--- config.mk ---
export PLATFORM = sky130hd
export DESIGN_NAME = dmem_arbiter
export DESIGN_NICKNAME = d
export VERILOG_FILES = /design/src/rtl/dmem_arbiter_pkg.sv /design/src/rtl/dmem_arbiter_rr_arb2.sv /design/src/rtl/dmem_arbiter.sv
export SDC_FILE = /design/constraint.sdc
export NUM_CORES = 1
export LEC_CHECK = 0
export CAP_MARGIN = 15
export CORE_AREA = 2 2 90 92
export CTS_CLUSTER_DIAMETER = 100
export DETAILED_ROUTE_END_ITERATION = 10
export DIE_AREA = 0 0 92 94
export PLACE_DENSITY = 0.71
export SLEW_MARGIN = 40
export SYNTH_ARGS = -nofsm -noshare
export SYNTH_HDL_FRONTEND = slang
export SYNTH_SLANG_ARGS = --single-unit
--- constraint.sdc ---
create_clock -name clk -period 2.4 [get_ports clk]
set_input_delay 0.24 -clock clk [delete_from_list [all_inputs] [get_ports clk]]
set_output_delay 0.24 -clock clk [all_outputs]
set_load 0.01 [all_outputs]
--- src/rtl/dmem_arbiter_pkg.sv ---
// Shared types and port indices for the data-memory arbiter.
package dmem_arbiter_pkg;

  typedef enum logic {
    ARB    = 1'b0,
    LOCKED = 1'b1
  } arb_state_t;

  localparam int CORE = 0;
  localparam int DBG  = 1;

endpackage

--- src/rtl/dmem_arbiter_rr_arb2.sv ---
// Two-way round-robin pick; the pointer remembers the last granted port.
module rr_arb2
  import dmem_arbiter_pkg::*;
(
  input  logic       clk,
  input  logic       reset,
  input  logic [1:0] req,
  input  logic [1:0] gnt,
  output logic [1:0] pick
);

  logic ptr_dbg;

  // On a tie, the port that did not win last time goes next.
  always_comb begin
    pick = req;
    if (req[CORE] && req[DBG])
      pick = ptr_dbg ? 2'b01 : 2'b10;
  end

  // Pointer follows the final grant, so locked debug grants count too.
  always_ff @(posedge clk or negedge reset) begin
    if (!reset)           ptr_dbg <= 1'b1;
    else if (gnt[DBG])    ptr_dbg <= 1'b1;
    else if (gnt[CORE])   ptr_dbg <= 1'b0;
  end

endmodule

--- src/rtl/dmem_arbiter.sv ---
// Core/debug data-memory arbiter with round-robin ties and a bounded debug lock.
module dmem_arbiter
  import dmem_arbiter_pkg::*;
#(
  parameter int DATA_W   = 32,
  parameter int ADDR_W   = 9,
  parameter int LOCK_MAX = 8
) (
  input  logic              clk,
  input  logic              reset,
  input  logic              c_req,
  input  logic              c_we,
  input  logic [ADDR_W-1:0] c_addr,
  input  logic [DATA_W-1:0] c_wdata,
  output logic              c_gnt,
  output logic              c_rvalid,
  output logic [DATA_W-1:0] c_rdata,
  input  logic              d_req,
  input  logic              d_we,
  input  logic              d_lock,
  input  logic [ADDR_W-1:0] d_addr,
  input  logic [DATA_W-1:0] d_wdata,
  output logic              d_gnt,
  output logic              d_rvalid,
  output logic [DATA_W-1:0] d_rdata,
  output logic              m_wr,
  output logic              m_rd,
  output logic [ADDR_W-1:0] m_addr,
  output logic [DATA_W-1:0] m_wdata,
  input  logic [DATA_W-1:0] m_rdata
);

  localparam int            CW      = $clog2(LOCK_MAX + 1);
  localparam logic [CW-1:0] CNT_MAX = CW'(LOCK_MAX);

  arb_state_t    state;
  logic [CW-1:0] cnt, cnt_inc;
  logic [1:0]    pick, gnt;

  rr_arb2 u_rr (
    .clk   (clk),
    .reset (reset),
    .req   ({d_req, c_req}),
    .gnt   (gnt),
    .pick  (pick)
  );

  // Grants are gated by reset so nothing reaches memory while it is held.
  always_comb begin
    gnt = (state == LOCKED) ? {d_req, 1'b0} : pick;
    if (!reset) gnt = '0;
  end

  assign cnt_inc = (cnt == CNT_MAX) ? cnt : cnt + CW'(1);

  always_ff @(posedge clk or negedge reset) begin
    if (!reset) begin
      state <= ARB;
      cnt   <= '0;
    end else begin
      case (state)
        ARB: begin
          if (gnt[DBG] && d_lock) begin
            state <= LOCKED;
            cnt   <= CW'(1);
          end
        end
        LOCKED: begin
          if (!d_req) begin
            state <= ARB;
          end else begin
            cnt <= cnt_inc;
            if (!d_lock || (cnt_inc == CNT_MAX && c_req)) state <= ARB;
          end
        end
        default: state <= ARB;
      endcase
    end
  end

  always_ff @(posedge clk or negedge reset) begin
    if (!reset) begin
      c_rvalid <= 1'b0;
      d_rvalid <= 1'b0;
    end else begin
      c_rvalid <= gnt[CORE] & ~c_we;
      d_rvalid <= gnt[DBG]  & ~d_we;
    end
  end

  assign c_gnt   = gnt[CORE];
  assign d_gnt   = gnt[DBG];
  assign m_wr    = (gnt[CORE] & c_we)  | (gnt[DBG] & d_we);
  assign m_rd    = (gnt[CORE] & ~c_we) | (gnt[DBG] & ~d_we);
  assign m_addr  = gnt[CORE] ? c_addr  : (gnt[DBG] ? d_addr  : '0);
  assign m_wdata = gnt[CORE] ? c_wdata : (gnt[DBG] ? d_wdata : '0);
  assign c_rdata = m_rdata;
  assign d_rdata = m_rdata;

endmodule

== Yosys cells after proc, flatten, opt, wreduce, memory -nomap -nowiden ==
Index checks and enable logic that the tools add are counted.

* Add/sub/neg operators: 1
* Equal/unequal tests: 4
* Mux-type cells: 18
* Bitwise gates (word level): 9
* Reductions and logical operators: 7

{| class="wikitable"
|+ Operator list
! cell !! count
|-
| $mux W32 || 2
|-
| $mux W9 || 2
|-
| $mux W4 || 3
|-
| $eq A4 B4 Y1 const B || 2
|-
| $mux W2 || 4
|-
| $pmux W4 S2 || 1
|-
| $mux W1 || 5
|-
| $add A4 B1 Y4 const B || 1
|-
| $and A1 B1 Y1 || 4
|-
| $ne A2 B2 Y1 const B || 2
|-
| $logic_and A1 B1 Y1 || 3
|-
| $not A1 Y1 || 3
|-
| $or A1 B1 Y1 || 2
|-
| $pmux W1 S2 || 1
|-
| $reduce_and A2 Y1 || 1
|-
| $reduce_bool A2 Y1 || 1
|-
| $logic_not A1 Y1 || 1
|-
| $logic_or A1 B1 Y1 || 1
|}

* Flip-flop bits (word level): 8
* Bits of input ports: 121
* Output and inout port bits: 111
* Logic and storage cells: 44

== Logic depth before layout (Yosys ltp) ==
* Depth in word-level cells: 8
* Mapped depth: 6
* Depth with buffers taken out: 6

== By module ==
Synthesis repeated with hierarchy kept, for this count alone.

* Cell total of the unflattened synthesis: 162
* Area total of the unflattened synthesis: 1,412.6 µm²

{| class="wikitable"
|+ Modules (own cells, without submodules)
! module !! times used !! cells each !! area an instance (µm²) !! seq. area each (µm²)
|-
| dmem_arbiter || 1 || 157 || 1,352.5 || 175.2
|-
| rr_arb2 || 1 || 5 || 60.1 || 26.3
|}

== Worst setup path after synthesis ==
OpenSTA, ideal clock, no wires.

* Path type: flip-flop to output port
* Start point: register u_rr.ptr_dbg
* End point: output m_wdata[15]
* Arrival time: 1.219 ns
* Setup slack: 0.941 ns
* Stages on the path, launching flop included: 6
* Buffers on the path: 1
* Path through: dfstp_2 -> nand2_1 -> nor2_1 -> nor2_2 -> buf_6 -> a22o_2

* Word-level cells in the longest chain between the ends: 6

{| class="wikitable"
|+ RTL lines
! item !! line !! text
|-
| from (decl) || dmem_arbiter_rr_arb2.sv:12 || <nowiki>logic ptr_dbg;</nowiki>
|-
| from (signal assigned) || dmem_arbiter_rr_arb2.sv:23 || <nowiki>if (!reset) ptr_dbg <= 1'b1;</nowiki>
|-
| from (signal assigned) || dmem_arbiter_rr_arb2.sv:24 || <nowiki>else if (gnt[DBG]) ptr_dbg <= 1'b1;</nowiki>
|-
| from (signal assigned) || dmem_arbiter_rr_arb2.sv:25 || <nowiki>else if (gnt[CORE]) ptr_dbg <= 1'b0;</nowiki>
|-
| $mux W2 || dmem_arbiter_rr_arb2.sv:18 || <nowiki>pick = ptr_dbg ? 2'b01 : 2'b10;</nowiki>
|-
| $mux W2 || dmem_arbiter_rr_arb2.sv:17 || <nowiki>if (req[CORE] && req[DBG])</nowiki>
|-
| $mux W2 || dmem_arbiter.sv:50 || <nowiki>gnt = (state == LOCKED) ? {d_req, 1'b0} : pick;</nowiki>
|-
| $mux W2 || dmem_arbiter.sv:51 || <nowiki>if (!reset) gnt = '0;</nowiki>
|-
| net d_gnt || dmem_arbiter.sv:23 || <nowiki>output logic d_gnt,</nowiki>
|-
| $mux W32 (2 in a row) || dmem_arbiter.sv:96 || <nowiki>assign m_wdata = gnt[CORE] ? c_wdata : (gnt[DBG] ? d_wdata : '0);</nowiki>
|-
| to (decl) || dmem_arbiter.sv:29 || <nowiki>output logic [DATA_W-1:0] m_wdata,</nowiki>
|}

The timed path passes the listed nets, and every way through them passes these cells.

== Worst setup path in the final report ==
* Start point: register state
* End point: output m_wdata[15]

* Word-level cells in the longest chain between the ends: 4

{| class="wikitable"
|+ RTL lines
! item !! line !! text
|-
| from (decl) || dmem_arbiter.sv:36 || <nowiki>arb_state_t state;</nowiki>
|-
| from (signal assigned) || dmem_arbiter.sv:58 || <nowiki>state <= ARB;</nowiki>
|-
| from (signal assigned) || dmem_arbiter.sv:64 || <nowiki>state <= LOCKED;</nowiki>
|-
| from (signal assigned) || dmem_arbiter.sv:70 || <nowiki>state <= ARB;</nowiki>
|-
| $mux W2 * || dmem_arbiter.sv:50 ||
|-
| $mux W2 * || dmem_arbiter.sv:51 ||
|-
| $mux W32 || dmem_arbiter.sv:96 ||
|-
| $mux W32 * || dmem_arbiter.sv:96 ||
|}

Every way passes the cells marked *; elsewhere a longest branch is shown, timed or not.

==> impl_metrics.ini <==
[route]
drt_first_pass_iters = 4
viasPerCell = 4.35
wl_per_cell_um = 15.5
routed_wl_mm = 5.45
initialDrtViolationCount = 18
drcViolationCount = 0
vias = 1526
postRouteAntennaNets = 0

[floorplanning]
io_pins = 232
dieHeight_um = 94
fp.dieW_um = 92
coreArea_mm2 = 0.00761
die-area_mm2 = 0.00865
core.rowCount = 32
start_util_pct = 19.5

[timing]
setup_violations = 0
slew_violations = 0
setup_tns_ns = 0
period_share_pct = 98.4
min_period_ns = 2.36
hold_slack_ns = 0.465
tightestPinTransition_ns = 0.336
relSlewSlack_pct = 77.4
rsz0062_at_grt = yes
clock.fmax_mhz = 424
finalHoldViolCount = 0
finClkSkew_ns = 0.00230

[placed_design]
port_buffers = 135
place_congestion = 0.878
place_hpwl_mm = 4.42

[global_routing]
grt.overflow.total = 0
antenna_found_initial = 0
grt_max_degree = 28
grt_pass1_wl_mm = 7.90
grt_usage_pct = 11.6
grt_pass1_vias = 1521

[worst_setup_path]
cp-end-kind = output port
setup.worst_path.class = reg2out
crit_fanout = 11
r2r-start = cnt[0]
crit_required_ns = 2.16
r2r_cells = 6
start_kind = flop
rrSetupSlack_ns = 0.84
reg2reg_to = state
cp.arrival_ns = 2.12

[clock_tree]
clk_pin_slew_ns = 0.05
cts-root-buf = clkbuf_8
cts_sinks = 8
cts_buffer_depth = 2
cts_tree = done
numCtsBuffers = 3
htreeDepth = 1
clk_latency_ns = 0.23

[pwr]
vdd_drop_max_mv = 0.180
p_comb_share_pct = 59.9
p_int_uw = 643
clkPwrFrac_pct = 18.5
power_leakage_uw = 0.00157
power_density_mw_per_mm2 = 356
power_switching_share_pct = 32.6
power_switching_uw = 311
pwr-share-seq_pct = 21.5

[layout]
fill_cells = 770
diodes = 0
drive_gt1_share_pct = 11.2
area_delta_synth_final_pct = 80.7
fin_nets = 373

[synthesis]
synth_top_flop_cell = dfrtp_1
ys_seq_elements = 8
synth_fp_nets = 295
ys_seq_area_share_pct = 13.6
syn_area_mm2 = 0.00148
yosysWarnings = 0
ys_types = 32
avgSynthCellArea_um2 = 8.61
syn_inst = 172
ys_async_sr_fraction_pct = 100
synth_edf_count = 0

[status]
status = completed

[worst_hold_path]
hold_class = in2async

[run]
max-cap-violations = 0
-- cell usage after synthesis, drive strengths merged (3+ instances only) --
master / count / area share [%]
a21oi: 5 / 2.4
nor2: 4 / 1.2
dfrtp: 7 / 12
a22o: 42 / 25
buf: 75 / 40
nand2: 10 / 2.7
inv: 3 / 0.76
-- how the worst max path moves through the flow --
| stage | start | to |
|---|---|---|
| 6_report | state | m_wdata[15] |
| 5_1_grt | state | m_wdata[17] |
| 4_1_cts | state | m_wdata[20] |
| 3_5_place_dp | c_req | m_wdata[19] |
| 3_3_place_gp | c_req | m_wdata[19] |
| 2_1_floorplan | u_rr.ptr_dbg | m_wdata[15] |
-- registers in the layout, indices dropped and copies added (netlist names) --
register and flops:
d_rvalid 1, u_rr.ptr_dbg 1, state 1, cnt 4
c_rvalid 1
-- layer usage --
layer	routed length (um)	GRT usage (%)
met1	1980	12.4
met2	2630	20.0
met3	653	4.90
met4	179	4.98
met5	0	0
-- layout make-up --
class / instances / area, um^2 / share of cell area (%)
clock buffers: 4 / 45.0 / 1.68
flip-flops and latches: 8 / 201 / 7.52
inverters: 3 / 11.3 / 0.421
well taps: 102 / 128 / 4.77
repair buffers: 148 / 1610 / 60.1
multi-input cells: 86 / 682 / 25.5
-- logic make-up (layout without fill, tap and decap cells) --
family / Yosys count / count (layout) / share of synthesized area [%]
multiplexers: 2 / 2 / 1.35
XOR/XNOR: 1 / 1 / 0.591
buffers and inverters: 78 / 155 / 40.9
AO/OA/AOI/OAI: 56 / 56 / 32.4
flip-flops: 8 / 8 / 13.6
AND/OR/NAND/NOR: 25 / 25 / 9.46
adder cells (fa/ha/maj): 2 / 2 / 1.69
-- through the flow --
| step | instances | cell area [um^2] | worst slack [ns] | utilization [%] | total power, uW |
|---|---|---|---|---|---|
| after floorplan | 172 | 1480 | 0.941 | - | 566 |
| after global placement | 341 | 2450 | -0.397 | 32.2 | 760 |
| after detailed placement | 342 | 2460 | -0.222 | 32.4 | 775 |
| after CTS | 351 | 2590 | -0.000632 | 34.0 | 977 |
| after global routing | 351 | 2680 | -0.0581 | 35.2 | 1020 |
| final | 351 | 2680 | 0.0395 | 35.2 | 954 |
-- power groups by stage --
stage          Sequential (uW)  Combinational, uW  Clock (uW)
4_1_cts                    205                595         178
5_1_grt                    210                616         197
6_report                   205                572         177
3_3_place_gp               205                555           0
3_5_place_dp               206                569           0
2_1_floorplan              190                375           0
-- timing repair --
action / 4_1_cts / 5_1_grt
hold buffers: 0 / 0
pin swaps: 1 / 0
buffers inserted: 4 / 0
gates cloned: 1 / 0
resized for setup: 2 / 35
setup endpoints to repair: 44 / 41
-- cells in the final DEF, fill, tap and decap left out, drive strengths merged, types with 3 or more instances in the layout --
cell	instances
dlymetal6s2s	35
a21oi	5
clkbuf	4
a22o	42
clkdlybuf4s50	100
dfrtp	7
nand2	10
inv	3
buf	12
nor2	4
-- worst max-delay path, stage by stage (launching register included) --
cell and delay [ns]:
dfrtp_1 0.38, buf_4 0.17, nand3b_4 0.17, a21oi_4 0.19, bufbuf_16 0.31, a22o_2 0.14, clkdlybuf4s50_1 0.52
(Power assumes the default switching activity.)
